--- src/rtl/leaf_index_collector.sv ---
// rtl/leaf_index_collector.sv - gathers one leaf index per tree lane, packs them and queues results in a FIFO
// Optional: LEAF_COLLECTOR_STALL_CNT_EN adds the stallCycles output and counter.
module leaf_index_collector #(
    parameter int NUM_TREES = 3,
    parameter int IDX_W     = 4,
    parameter int DEPTH     = 4,
    parameter int CNT_W     = 16
) (
    input  logic                         clk,
    input  logic                         rst,
    input  logic [NUM_TREES*IDX_W-1:0]   nodeIdxIn,
    input  logic [NUM_TREES-1:0]         nValIn,
    output logic [NUM_TREES-1:0]         recOut,
    output logic [NUM_TREES*IDX_W-1:0]   resOut,
    output logic                         resVal,
    input  logic                         resRec,
    output logic [CNT_W-1:0]             sampCount,
`ifdef LEAF_COLLECTOR_STALL_CNT_EN
    output logic [CNT_W-1:0]             stallCycles,
`endif
    output logic [$clog2(DEPTH):0]       fifoCount
);

    localparam int AW = $clog2(DEPTH);
    localparam int CW = AW + 1;
    localparam int WW = NUM_TREES * IDX_W;

    typedef enum logic {COLLECT, STALL} state_t;

    state_t               state;
    logic [NUM_TREES-1:0] laneFull;
    logic [WW-1:0]        laneIdx;
    logic [WW-1:0]        mem [DEPTH];
    logic [AW-1:0]        wp;
    logic [AW-1:0]        rp;
    logic                 allFull;
    logic                 fifoFull;
    logic                 push;
    logic                 pop;

    // Push decision uses registered state only, so a pop freeing the last slot
    // lets the held sample in one cycle later rather than bypassing.
    assign allFull  = &laneFull;
    assign fifoFull = (fifoCount == CW'(DEPTH));
    assign push     = allFull && !fifoFull;
    assign pop      = resVal && resRec;

    assign recOut = ~laneFull & {NUM_TREES{~rst}};
    assign resVal = (fifoCount != '0) && !rst;
    assign resOut = mem[rp];

    always_ff @(posedge clk) begin
        if (rst) begin
            laneFull  <= '0;
            laneIdx   <= '0;
            wp        <= '0;
            rp        <= '0;
            fifoCount <= '0;
            sampCount <= '0;
            state     <= COLLECT;
        end else begin
            for (int i = 0; i < NUM_TREES; i++) begin
                if (nValIn[i] && recOut[i]) begin
                    laneIdx[i*IDX_W +: IDX_W] <= nodeIdxIn[i*IDX_W +: IDX_W];
                    laneFull[i]               <= 1'b1;
                end
            end

            if (push) begin
                mem[wp]   <= laneIdx;
                wp        <= wp + AW'(1);
                laneFull  <= '0;
                sampCount <= sampCount + CNT_W'(1);
            end

            if (pop) begin
                rp <= rp + AW'(1);
            end

            case ({push, pop})
                2'b10:   fifoCount <= fifoCount + CW'(1);
                2'b01:   fifoCount <= fifoCount - CW'(1);
                default: fifoCount <= fifoCount;
            endcase

            case (state)
                COLLECT: if (allFull && fifoFull) state <= STALL;
                STALL:   if (push) state <= COLLECT;
                default: state <= COLLECT;
            endcase
        end
    end

`ifdef LEAF_COLLECTOR_STALL_CNT_EN
    always_ff @(posedge clk) begin
        if (rst) begin
            stallCycles <= '0;
        end else if (allFull && fifoFull && (stallCycles != {CNT_W{1'b1}})) begin
            stallCycles <= stallCycles + CNT_W'(1);
        end
    end
`endif

endmodule

--- config.mk ---
export PLATFORM = sky130hd
export DESIGN_NAME = leaf_index_collector
export DESIGN_NICKNAME = d
export VERILOG_FILES = /design/src/rtl/leaf_index_collector.sv
export SDC_FILE = /design/constraint.sdc
export NUM_CORES = 1
export LEC_CHECK = 0
export CORE_ASPECT_RATIO = 0.5
export CORE_UTILIZATION = 60
export CTS_BUF_LIST = sky130_fd_sc_hd__clkbuf_8
export DETAILED_ROUTE_END_ITERATION = 8
export GPL_TIMING_DRIVEN = 0
export PLACE_DENSITY = 0.89
export SYNTH_ARGS = -nofsm -noshare
export SYNTH_HDL_FRONTEND = slang
export SYNTH_SLANG_ARGS = --single-unit
--- constraint.sdc ---
create_clock -name clk -period 6.9 [get_ports clk]
set_clock_uncertainty 0.15 [all_clocks]
set_input_delay 1.38 -clock clk [delete_from_list [all_inputs] [get_ports clk]]
set_output_delay 1.38 -clock clk [all_outputs]
set_load 0.02 [all_outputs]
Word level (Yosys, flattened, before mapping)
Memory sizes are Yosys's and may differ from the RTL's. A register that Yosys moved wholly into a read port is not among the register bits.
Cells that the tools add are included.
{ "totals": {"wordCells": 40, "input_bits": 18, "register_bits": 38, "mem_count": 1, "output_inout_bits": 35, "ramBits": 48} }
{ "mem_list": {"columns": ["memory", "depth", "width", "read_ports", "rd_ports_with_merged_regs", "write_ports", "line_no", "text"], "rows": [
  ["mem", 4, 12, 1, 1, 1, "33", "logic [WW-1:0] mem [DEPTH];"]
]} }
{ "op_classes": {"n_eq_ne": 3, "add_sub_neg": 5, "bitwise": 3, "reduce_logical": 12, "muxes": 6} }
{ "ops": {"columns": ["operator", "count"], "rows": [
  ["adder 16 x 1 -> 16 bit, second input constant", 1],
  ["logical AND 1 bit", 6],
  ["one-hot mux 3 bit (2 select lines)", 1],
  ["adder 2 x 1 -> 2 bit, second input constant", 2],
  ["2-to-1 mux 2 bit", 2],
  ["adder 3 x 1 -> 3 bit, second input constant", 1],
  ["bitwise AND 3 bit", 1],
  ["equality test 3 bit, second input constant", 1],
  ["2-to-1 mux 1 bit", 3],
  ["inverter 3 bit", 1],
  ["AND reduction 3 bit", 1],
  ["nonzero test 3 bit", 1],
  ["subtractor 3 x 1 -> 3 bit, second input constant", 1],
  ["equality test 2 x 1 -> 1 bit, second input constant", 1],
  ["equality test 2 bit, second input constant", 1],
  ["logical NOT 1 bit", 2],
  ["nonzero test 2 bit", 1],
  ["OR reduction 2 bit", 1],
  ["inverter 1 bit", 1]
]} }

Logic depth before layout (Yosys ltp)
{ "logic_depth": {"ltp_word": 6, "ltp_mapped": 9, "ltp_nobuf": 9} }

Worst setup path after synthesis
OpenSTA, ideal clock, no wires.
{ "synth_timing": {"path_type": "input to output", "startpoint": "in rst", "endpoint": "out resVal", "t_arrival_ns": 2.061, "n_path_buf": 2, "cell_stages": 3, "path_slack_ns": 3.309, "required_time_ns": 5.370, "cell_sequence": "clkbuf_1 clkbuf_1 nor2_1"} }
{ "synth_via": {"elab_chain_len": 2} }
{ "synth_lines": {"columns": ["item", "line_no", "text"], "rows": [
  ["start, declared", "10", "input logic rst,"],
  ["logical NOT 1 bit", "49", "assign resVal = (fifoCount != '0) && !rst;"],
  ["logical AND 1 bit", "49", null],
  ["end, declared", "15", "output logic resVal,"]
]} }
No other way between the ends.

Worst setup path in the final report
Ends and elaborated chain as after synthesis.

==> metrics.txt <==
FF+latch area 0.00224 sq mm; chip width 110 um; Starting DRT DRC Count 102; DRT Pass-1 Iters 7; ratio of cells with drive above 1 in the final layout 9.82%; worst path arrival time 2.74 ns; first-pass GRT wire length 11,000 um; setup violators final 0; Root Driver clkbuf_8; vias in the first global route 2,325; CTS clk-pin slew, worst paths 0.08 ns; total grt overflow 0; clock buffer depth 2; sw frac 21.6%; drt total wl 6800 um; Startpoint Class primary input; CTS tree built; Reg power frac 58.4%; wire per inst 17.0 um; Starting Density 63.0%; H-tree Lvls 3; Hold Buf Count CTS 0; Placer Congestion 0.818; detailed-route via count 2,267; PwrDens 226 mW/mm^2; synthesized cell area 0.00349 sq mm; clk_lat worst skew 0.34 ns; post-detail-place hpwl 4690 um; critical path class primary input to output port; top cells by area, synth edfxtp_1, dfxtp_1, mux4_2; post-CTS setup repair buffer count 0; CP max stage delay 0.55 ns; Post-layout nets 346; FILL cells 322; outcome finished, final reports clean; Max IR drop VDD 0.127 mV; # diodes 0; Warnings, synthesis 0; CP cell instances clkbuf_1 -> clkbuf_1 -> nor2_1 -> clkdlybuf4s50_1; RSZ-0062 raised after global routing no; Avg Cell Area, Syn 13.5 sq um; Yosys reg bits 88; Final Critical Period 4.27 ns; most numerous cell in the Yosys netlist edfxtp_1; overall global routing resource usage 24.6%; core area 0.00554 sq mm; DRC Markers 0; initial antenna violation count 0; full die area 0.00614 sq mm; Syn Inst Count 259; P_sw 0.210 mW; final setup TNS 0 ns; # clock sinks 88; Crit path required time 5.37 ns; Post-synth EDFFs 48; Resized cells post-CTS 0; Post-synth top cells edfxtp_1, dfxtp_1, nor2_1; slew margin rel. 54.7%; final cycle utilization of the critical path 61.9%; Async S/R FF share, synth 0%; syn_nets 284; max-cap violation count 0; sequential share of the synthesized area 64.3%; CTS Buf Count 9; Most used DFF post-synth edfxtp_1; post-synth top area share 41.3%; area of the multi-input gates 0.00118 sq mm; Area Growth Syn to Fin 23.1%; Worst path most repeated cell clkbuf_1; number of distinct library cells after synthesis 33; Crit. End Element output port; worst min path class flop to flop; Internal Power 0.762 mW; Final Hold Fails 0; Max Slew Vio Count 0; crit-path max FO 10; Slew @ Worst Pin 0.679 ns; slowest CP cell clkdlybuf4s50_1; Clk pwr share 36.7%; Lkg Pwr 1.42 nW; largest net degree at the start of global routing 16; Comb pwr share 4.9%; num rows 19; Routed Antenna Nets 0; Peak Freq 234 MHz; via/cell ratio 5.68; Port Buf Inserts 51; final core utilization 77.5%; Die Y 55.9 um; Synth area leader edfxtp_1; Ports 53
flip-flops by register name, summed over array words and instances (netlist names), named ones only:
signal,cells
mem,48
sampCount,16
laneIdx,12
fifoCount,3
laneFull,3
rp,2
wp,2
routing by layer:
metal,track usage (%),up-vias,part of all wire (%)
li1,-,1075,-
met1,30.7,1111,43
met2,41.6,68,52
met3,7.26,13,4.1
met4,6.86,0,1.2
met5,0,-,0
power groups by stage:
| stage | clock network, mW | logic [mW] | registers, mW |
|---|---|---|---|
| after CTS | 0.357 | 0.0479 | 0.568 |
| after floorplan | 0 | 0.0256 | 0.578 |
| after global placement | 0 | 0.0458 | 0.578 |
| final | 0.356 | 0.0477 | 0.568 |
| after global routing | 0.379 | 0.0514 | 0.569 |
| after detailed placement | 0 | 0.0476 | 0.580 |
worst paths after layout:
check	slack [ns]	cells past startpoint	startpoint	endpoint
hold / removal	0.33	1	rp[1]	rp[1]
setup / recovery	2.63	4	rst	resVal
setup reg to reg	4.07	9	fifoCount[2]	fifoCount[2]
hold reg to reg	0.33	1	rp[1]	rp[1]
cell families (layout without fill, tap and decap cells):
group	count (synthesis)	in the layout	share of synthesized area (%)
flops	88	88	64.3
simple gates	88	88	13.6
compound gates	25	25	3.73
mux	25	25	11.5
buf+inv	17	84	1.87
xor+xnor	9	9	2.26
fa+ha+maj	7	7	2.73
through the flow:
| stage | setup WS [ns] | cells | hold WS, ns | power, mW | cell area, sq um |
|---|---|---|---|---|---|
| finish | 2.63 | 399 | 0.330 | 0.972 | 4290 |
| global route | 2.54 | 399 | 0.340 | 1.00 | 4290 |
| CTS | 2.62 | 399 | 0.324 | 0.973 | 4290 |
| detailed placement | 2.62 | 383 | 0.310 | 0.627 | 4090 |
| global placement | 2.65 | 383 | 0.295 | 0.624 | 4090 |
| floorplan | 3.31 | 259 | 0.278 | 0.603 | 3490 |
layout make-up:
| cell class | instances | share of cell area, % |
|---|---|---|
| Sequential cell | 88 | 52.2 |
| Inverter | 7 | 0.612 |
| Timing Repair Buffer | 51 | 11.9 |
| Multi-Input combinational cell | 154 | 27.5 |
| Buffer | 10 | 0.904 |
| Clock buffer | 10 | 3.21 |
| Tap cell | 73 | 2.13 |
| Clock inverter | 6 | 1.54 |
critical path, delay by kind of cell:
kind          cells  cell delay (ns)
simple gates      1             0.09
buf+inv           3             1.27
placed cells by master, fill, tap and decap left out, types with 3 or more instances in the layout:
cell type / synthesis / layout
clkdlybuf4s50_1: 0 / 51
edfxtp_1: 48 / 48
dfxtp_1: 40 / 40
nor2_1: 31 / 31
a21oi_1: 14 / 14
mux2i_1: 13 / 13
mux4_2: 12 / 12
nand2_1: 12 / 12
clkbuf_8: 0 / 10
clkbuf_1: 9 / 9
o21ai_0: 9 / 9
inv_1: 7 / 7
xnor2_1: 7 / 7
or3_1: 7 / 7
and2_1: 6 / 6
ha_1: 6 / 6
nor3_1: 5 / 5
and4_1: 4 / 4
nand3_1: 3 / 3
nor2b_1: 3 / 3
nand4_1: 3 / 3
Note: power is estimated with default switching activity, not from simulation.
